--- src/rtl/pad_seq_pkg.sv ---
// Shared definitions for the pad sequencer: FSM state encoding and frame-shaping defaults.
package pad_seq_pkg;

  typedef enum logic [1:0] {
    ST_IDLE   = 2'd0,
    ST_STREAM = 2'd1,
    ST_DRAIN  = 2'd2,
    ST_GAP    = 2'd3
  } pad_state_t;

  localparam int FRAME_LEN_DEF  = 50;
  localparam int GAP_CYCLES_DEF = 2;

endpackage

--- src/rtl/pad_seq_pipe.sv ---
// Two-stage output pipe: a hold stage that waits one cycle to learn whether a beat ends
// its frame (bubble detection), followed by the registered output stage.
module pad_seq_pipe #(
  parameter int W = 104
) (
  input  logic                clk_i,
  input  logic                rst_n_i,
  input  logic                beat_valid_i,
  input  logic signed [W-1:0] beat_data_i,
  input  logic                beat_last_i,
  input  logic                bubble_i,
  output logic                valid_o,
  output logic signed [W-1:0] data_o,
  output logic                last_o
);

  logic                hold_valid;
  logic                hold_last;
  logic signed [W-1:0] hold_data;

  // hold_data is zeroed when empty so data_o is zero whenever valid_o is low
  always_ff @(posedge clk_i or negedge rst_n_i) begin
    if (!rst_n_i) begin
      hold_valid <= 1'b0;
      hold_last  <= 1'b0;
      hold_data  <= '0;
      valid_o    <= 1'b0;
      last_o     <= 1'b0;
      data_o     <= '0;
    end else begin
      hold_valid <= beat_valid_i;
      hold_last  <= beat_valid_i & beat_last_i;
      hold_data  <= beat_valid_i ? beat_data_i : '0;
      valid_o    <= hold_valid;
      last_o     <= hold_valid & (hold_last | bubble_i);
      data_o     <= hold_data;
    end
  end

endmodule

--- src/rtl/pad_sequencer.sv ---
// Frame sequencer in front of the zero-pad stage: admits frames, enforces FRAME_LEN,
// terminates frames on bubbles, and inserts GAP_CYCLES dead cycles between frames.
module pad_sequencer
  import pad_seq_pkg::*;
#(
  parameter int BW         = 8,
  parameter int VECTOR_LEN = 13,
  parameter int FRAME_LEN  = FRAME_LEN_DEF,
  parameter int GAP_CYCLES = GAP_CYCLES_DEF,
  localparam int VECTOR_BW = BW * VECTOR_LEN
) (
  input  logic                        clk_i,
  input  logic                        rst_n_i,
  input  logic                        en_i,
  input  logic signed [VECTOR_BW-1:0] data_i,
  input  logic                        valid_i,
  input  logic                        last_i,
  output logic                        ready_o,
  output logic signed [VECTOR_BW-1:0] data_o,
  output logic                        valid_o,
  output logic                        last_o,
  output logic [15:0]                 frame_cnt_o,
  output logic                        err_short_o,
  output logic                        err_long_o,
  output logic                        err_bubble_o,
  output pad_state_t                  state_o
);

  localparam int CNT_W = $clog2(FRAME_LEN + 1);
  localparam int GAP_W = $clog2(GAP_CYCLES + 1);
  localparam logic [CNT_W-1:0] FRAME_LEN_C = CNT_W'(FRAME_LEN);
  localparam logic [GAP_W-1:0] GAP_LAST_C  = GAP_W'(GAP_CYCLES - 1);

  // Handshake: a beat transfers on a rising edge where valid_i & ready_o. ready_o is
  // registered, so in IDLE it follows en_i with one cycle of lag; there is no
  // downstream backpressure.
  pad_state_t       state_q, state_d;
  logic [CNT_W-1:0] cnt_q, cnt_d, cnt_inc;
  logic [GAP_W-1:0] gap_q, gap_d;
  logic             ready_q, ready_d;
  logic             accept, emit, emit_last, bubble;
  logic             set_short, set_long, set_bubble;
  logic [15:0]      frame_cnt_q;

  assign accept  = valid_i & ready_q;
  assign cnt_inc = (state_q == ST_IDLE) ? CNT_W'(1) : cnt_q + CNT_W'(1);

  always_comb begin
    state_d    = state_q;
    cnt_d      = cnt_q;
    gap_d      = gap_q;
    emit       = 1'b0;
    emit_last  = 1'b0;
    bubble     = 1'b0;
    set_short  = 1'b0;
    set_long   = 1'b0;
    set_bubble = 1'b0;
    case (state_q)
      ST_IDLE, ST_STREAM: begin
        if (accept) begin
          emit  = 1'b1;
          cnt_d = cnt_inc;
          if (last_i) begin
            emit_last = 1'b1;
            set_short = (cnt_inc != FRAME_LEN_C);
            state_d   = ST_GAP;
            gap_d     = '0;
          end else if (cnt_inc == FRAME_LEN_C) begin
            emit_last = 1'b1;
            set_long  = 1'b1;
            state_d   = ST_DRAIN;
          end else begin
            state_d = ST_STREAM;
          end
        end else if (state_q == ST_STREAM) begin
          bubble     = 1'b1;
          set_bubble = 1'b1;
          state_d    = ST_GAP;
          gap_d      = '0;
        end
      end
      ST_DRAIN: begin
        if (accept && last_i) begin
          state_d = ST_GAP;
          gap_d   = '0;
        end
      end
      ST_GAP: begin
        if (gap_q == GAP_LAST_C) begin
          state_d = ST_IDLE;
          gap_d   = '0;
        end else begin
          gap_d = gap_q + GAP_W'(1);
        end
      end
      default: state_d = ST_IDLE;
    endcase
    ready_d = (state_d == ST_IDLE) ? en_i : (state_d == ST_STREAM || state_d == ST_DRAIN);
  end

  always_ff @(posedge clk_i or negedge rst_n_i) begin
    if (!rst_n_i) begin
      state_q      <= ST_IDLE;
      cnt_q        <= '0;
      gap_q        <= '0;
      ready_q      <= 1'b0;
      err_short_o  <= 1'b0;
      err_long_o   <= 1'b0;
      err_bubble_o <= 1'b0;
      frame_cnt_q  <= '0;
    end else begin
      state_q      <= state_d;
      cnt_q        <= cnt_d;
      gap_q        <= gap_d;
      ready_q      <= ready_d;
      err_short_o  <= set_short;
      err_long_o   <= set_long;
      err_bubble_o <= set_bubble;
      frame_cnt_q  <= frame_cnt_q + {15'd0, valid_o & last_o};
    end
  end

  pad_seq_pipe #(.W(VECTOR_BW)) u_pipe (
    .clk_i       (clk_i),
    .rst_n_i     (rst_n_i),
    .beat_valid_i(emit),
    .beat_data_i (data_i),
    .beat_last_i (emit_last),
    .bubble_i    (bubble),
    .valid_o     (valid_o),
    .data_o      (data_o),
    .last_o      (last_o)
  );

  assign ready_o     = ready_q;
  assign frame_cnt_o = frame_cnt_q;
  assign state_o     = state_q;

endmodule

--- config.mk ---
export PLATFORM = sky130hd
export DESIGN_NAME = pad_sequencer
export DESIGN_NICKNAME = d
export VERILOG_FILES = /design/src/rtl/pad_seq_pkg.sv /design/src/rtl/pad_seq_pipe.sv /design/src/rtl/pad_sequencer.sv
export SDC_FILE = /design/constraint.sdc
export NUM_CORES = 1
export LEC_CHECK = 0
export ABC_CLOCK_PERIOD_IN_PS = 2500
export CAP_MARGIN = 10
export CORE_UTILIZATION = 45
export CTS_CLUSTER_DIAMETER = 100
export DETAILED_ROUTE_END_ITERATION = 10
export PLACE_DENSITY_LB_ADDON = 0.25
export SETUP_SLACK_MARGIN = 0.05
export SLEW_MARGIN = 10
export SYNTH_ARGS = -nofsm -noshare
export SYNTH_HDL_FRONTEND = slang
export SYNTH_SLANG_ARGS = --single-unit
--- constraint.sdc ---
create_clock -name clk_i -period 2.5 [get_ports clk_i]
set_input_delay 0.25 -clock clk_i [delete_from_list [all_inputs] [get_ports clk_i]]
set_output_delay 0.25 -clock clk_i [all_outputs]
set_load 0.005 [all_outputs]
### Yosys cells after proc, flatten, opt, wreduce, memory -nomap -nowiden

Cells that the tools add are included.

| word-level totals | value |
|---|---|
| input port bits | 109 |
| word-level logic and storage cells | 71 |
| register bits | 242 |
| output and inout port bits | 128 |

| operators by class | value |
|---|---|
| mux-type cells | 31 |
| equal/unequal tests | 11 |
| add/subtract/negate cells | 3 |
| bitwise logic cells | 5 |
| reduce and logical (&&, ||, !) cells | 7 |

Operators with widths:

| kind | count |
|---|---|
| $mux W104 | 1 |
| $mux W2 | 11 |
| $add A16 B1 Y16 | 1 |
| $mux W1 | 16 |
| $pmux W2 S3 | 2 |
| $add A6 B1 Y6 const B | 1 |
| $eq A2 B1 Y1 const B | 3 |
| $eq A2 B2 Y1 const B | 3 |
| $eq A6 B6 Y1 const B | 1 |
| $mux W6 | 1 |
| $ne A3 B3 Y1 const B | 2 |
| $ne A6 B6 Y1 const B | 1 |
| $and A1 B1 Y1 | 4 |
| $logic_not A2 Y1 | 2 |
| $reduce_and A3 Y1 | 1 |
| $add A2 B1 Y2 const B | 1 |
| $ne A2 B2 Y1 const B | 1 |
| $reduce_and A2 Y1 | 1 |
| $reduce_or A2 Y1 | 1 |
| $logic_and A1 B1 Y1 | 1 |
| $logic_or A1 B1 Y1 | 1 |
| $or A1 B1 Y1 | 1 |

### Longest topological paths before layout

| depth | value |
|---|---|
| word-level depth | 10 |
| mapped depth | 7 |
| mapped depth without buffers | 7 |

### Hierarchy

A second synthesis with hierarchy kept.

| unflattened totals | value |
|---|---|
| cells, all modules | 459 |
| area, all modules | 7497.2 µm² |

By module, submodules not included:

| module | seq. area each (µm²) | times used | area each (µm²) | cells an instance |
|---|---|---|---|---|
| pad_seq_pipe | 5305.1 | 1 | 6062.1 | 329 |
| pad_sequencer | 750.7 | 1 | 1435.1 | 130 |

### Worst setup path before layout

No wires, ideal clock.

| path | value |
|---|---|
| path type | register -> register |
| start point | register cnt_q[0] |
| end point | register ready_q, in the netlist ready_o |
| path buffers | 0 |
| setup time | 0.125 ns |
| cell stages (with the launch flop) | 8 |
| slack | 0.512 ns |
| data arrival time | 1.864 ns |
| period minus slack after synthesis | 1.988 ns |
| required time | 2.375 ns |
| path through | dfrtp_1 ha_1 nand3_1 xnor2_1 o2111ai_4 a21o_2 ha_1 mux2_2 |

| on the way | value |
|---|---|
| cells in the longest elaborated chain, start to end | 10 |
| elaborated cells between the ends (all ways) | 12 |

RTL lines:

| what | RTL line | RTL |
|---|---|---|
| start: declaration | pad_sequencer.sv:38 | `logic [CNT_W-1:0] cnt_q, cnt_d, cnt_inc;` |
| start signal: assignment | pad_sequencer.sv:113 | `cnt_q <= cnt_d;` |
| $add A6 B1 Y6 * | pad_sequencer.sv:46 | `assign cnt_inc = (state_q == ST_IDLE) ? CNT_W'(1) : cnt_q + CNT_W'(1);` |
| $mux W6 * | pad_sequencer.sv:46 |  |
| $eq A6 B6 Y1 * | pad_sequencer.sv:68 | `end else if (cnt_inc == FRAME_LEN_C) begin` |
| $mux W2 * | pad_sequencer.sv:68 |  |
| $mux W2 * | pad_sequencer.sv:63 | `if (last_i) begin` |
| $mux W2 * | pad_sequencer.sv:60 | `if (accept) begin` |
| $pmux W2 S3 * | pad_sequencer.sv:58 | `case (state_q)` |
| $eq A2 B1 Y1 / $eq A2 B2 Y1 (equally long branches) | pad_sequencer.sv:98 | `ready_d = (state_d == ST_IDLE) ? en_i : (state_d == ST_STREAM \|\| state_d == ST_DRAIN);` |
| $logic_or A1 B1 Y1 | pad_sequencer.sv:98 |  |
| $mux W1 * | pad_sequencer.sv:98 |  |
| net ready_d | pad_sequencer.sv:40 | `logic ready_q, ready_d;` |
| end signal: assignment | pad_sequencer.sv:115 | `ready_q <= ready_d;` |
| end: declaration | pad_sequencer.sv:40 |  |

Mark *: on every way through the listed nets, which the timed path passes. The rest lies on a longest branch.
A chain may end at the register's enable or synchronous reset.

### Worst setup path after layout

Ends and elaborated chain as after synthesis.

==> summary.txt <==
Run
  – Maxcap violations: 0

Yosys
  – Avg Inst Size Synth: 16.06 um^2
  – Ys async rst share: 1.000
  – Area leader, netlist: dfrtp_1
  – Synth Instances: 463
  – Synth top area share: 0.8143
  – Post-synth top cells: dfrtp_1, and2_1, clkbuf_1
  – Area contributors post-synth: dfrtp_1, and2_1, xor2_1
  – Ys flop type: dfrtp_1
  – Sequential fraction of the synthesis area: 0.8143
  – Synth unique cells: 33
  – Post-synth EDFFs: 0
  – Syn_nets: 576
  – Post-synthesis cell area: 7437 um^2
  – Ys Warns: 0
  – Count leader, synth: dfrtp_1
  – Post-synthesis register bit count: 242

Placed design
  – Port Buffers: 236
  – DPL Wire Length: 10.37 mm
  – Gpl congestion: 0.7902

Global route
  – Vias in the first global route: 4442
  – Initial antenna violation count: 0
  – GRT Util Overall: 0.1738
  – GRT overflow: 0
  – Largest net degree at the start of global routing: 78
  – First-pass GRT wire length: 22.68 mm

Outcome
  – Status: complete, no violations

Layout
  – Proportion of layout cells with a drive suffix above 1: 0.07473
  – Antenna diode count: 0
  – Area Overhead vs Synth: 46.94%
  – Core Util, Final: 0.6830
  – NumNets Final: 832

STA
  – Slew @ Worst Pin: 0.5616 ns
  – Clock Skew: 0.006515 ns
  – Slew Limit Fails: 0
  – Slew headroom: 0.6256
  – RSZ-0062 raised after global routing: no
  – Post-layout min period: 2.268 ns
  – Sum Neg Setup Slack: 0 ns
  – Tcrit/Tclk final: 0.9070
  – FMAX: 441.0 MHz
  – Final Setup Violations: 0
  – Final Hold Viols: 0

Clocking
  – Clk root buf: clkbuf_16
  – Clock Latency Late Sink: 0.49 ns
  – H-tree depth: 1
  – Total CTS buffers: 25
  – Clock sinks: 242
  – CTS max path bufs: 3
  – CTS tree: done
  – CTS clk-pin slew, worst paths: 0.06 ns

Drt
  – WL final: 14.99 mm
  – Final ANT Viol Nets: 0
  – Initial detailed-routing violation count: 121
  – Drt first pass iters: 4
  – Vias per inst: 4.487
  – Routed via count: 4272
  – Drt drc: 0
  – WL per Instance: 15.75 um

Pwr
  – Combinational fraction of design power: 0.121
  – Worst VDD drop: 0.5536 mV
  – Leak: 0.005249 uW
  – Internal: 7016 uW
  – Switching pwr: 2005 uW
  – Switch share: 0.2222
  – Pwr dens: 825.5 nW/um^2
  – Clk pwr share: 0.387
  – Flop pwr share: 0.492

Die
  – Ports: 237
  – Chip width: 130.6 um
  – Die ar.: 17040 um^2
  – Chip Height: 130.6 um
  – Num rows: 46
  – Core area: 16000 um^2
  – Starting Density: 0.4648

Critical path
  – Worst setup SP type: flop
  – CP peak stage delay: 0.43 ns
  – CP required: 2.87 ns
  – CP Capture Type: flop
  – Crit path top cell by count: ha_1
  – CP Class: flop to flop
  – CP cell instances: ha_1 > nand3_1 > xnor2_2 > o2111ai_4 > o31ai_1 > ha_1 > mux2_2
  – CP Data Arrival Time: 2.64 ns
  – Slowest-stage cell, CP: dfrtp_1
  – CP max FO: 7

Min path
  – HP Class: primary input to flop
-- metrics by stage --
stage	setup WS, ns	cells	area [um^2]	power (uW)	hold slack, ns
finish	0.2325	952	10930	9021	0.3106
global route	0.1031	952	10930	9413	0.2975
CTS	0.1757	952	10920	9130	0.2933
detailed placement	0.2173	907	10120	5607	0.2604
global placement	0.4049	907	10120	5532	0.2520
floorplan	0.5116	463	7437	4830	-0.04559
-- layer usage --
metal | GRT usage | wire length [um] | vias up
met2 | 0.3184 | 8208 | 150
li1 | - | - | 1978
met5 | 0 | 0 | -
met1 | 0.1962 | 5371 | 2101
met4 | 0.07302 | 531 | 0
met3 | 0.03664 | 881 | 43
-- kinds of logic after synthesis --
group                      after synthesis  share of synthesized area
adders and majority gates                4                   0.006730
DFF                                    242                     0.8143
xor gates and xnor gates                17                    0.02002
muxes                                    1                   0.001514
buffers and inverters                   19                   0.009758
AOI/OAI and AO/OA                       26                    0.02423
and+or+nand+nor                        154                     0.1235
-- critical path, delay by kind of cell, from the launching register on --
kind	cells	cell delay, ns
fa+ha+maj	2	0.55
mux	1	0.27
compound gates	2	0.52
xor+xnor	1	0.24
flops	1	0.43
simple gates	1	0.15
-- state kept, by name, summed over array words and instances (netlist names) --
register           cells
u_pipe.hold_valid      1
ready_o                1
u_pipe.hold_last       1
u_pipe.last_o          1
u_pipe.valid_o         1
cnt_q                  6
frame_cnt_o           16
err_short_o            1
err_long_o             1
u_pipe.hold_data     104
state_o                2
gap_q                  2
err_bubble_o           1
u_pipe.data_o        104
-- path summary, 6_finish.rpt --
kind / startpoint / to / slack (ns) / depth (start not counted)
setup / recovery: cnt_q[0] / ready_o / 0.23 / 7
hold / removal: data_i[12] / u_pipe.hold_data[12] / 0.31 / 2
setup reg to reg: cnt_q[0] / ready_o / 0.23 / 7
hold reg to reg: u_pipe.hold_data[83] / u_pipe.data_o[83] / 0.34 / 0
max in group asynchronous: rst_n_i / u_pipe.hold_data[40] / 1.39 / 3
min in group asynchronous: rst_n_i / u_pipe.data_o[10] / 0.32 / 2
-- layout by cell type (no fill, tap or decap), drive strengths merged, types with 8 or more instances in the layout --
cell           synthesis  routed
and2                 105     105
nand2                 12      12
clkdlybuf4s50          0     235
nand3                 11      11
xor2                   9       9
dfrtp                242     242
clkbuf                13      36
nor2                   8       8
o21ai                 11      11
xnor2                  8       8
-- power by group through the flow --
stage | Sequential (uW) | Clock, uW | Combinational (uW)
final | 4440 | 3490 | 1090
after global routing | 4480 | 3740 | 1190
after CTS | 4440 | 3580 | 1110
after detailed placement | 4510 | 0 | 1100
after global placement | 4480 | 0 | 1050
after floorplan | 4480 | 0 | 354
-- layout make-up --
cell class | instances | area (um^2)
clock buffer | 36 | 726.9
clock inverter | 8 | 67.56
fill | 1123 | 5072
inverter | 5 | 18.77
multi-input combinational | 202 | 1316
sequential | 242 | 6056
tap | 216 | 270.3
timing repair buffer | 243 | 2472
-- timing repair --
action / CTS / global route
endpoints found under the setup margin: 0 / 1
hold buffers: 1 / 0
hold endpoints to repair: 73 / 0
buffers inserted: 0 / 0
gates resized for setup: 0 / 1
No activity file was read; power rests on OpenSTA's default activity.
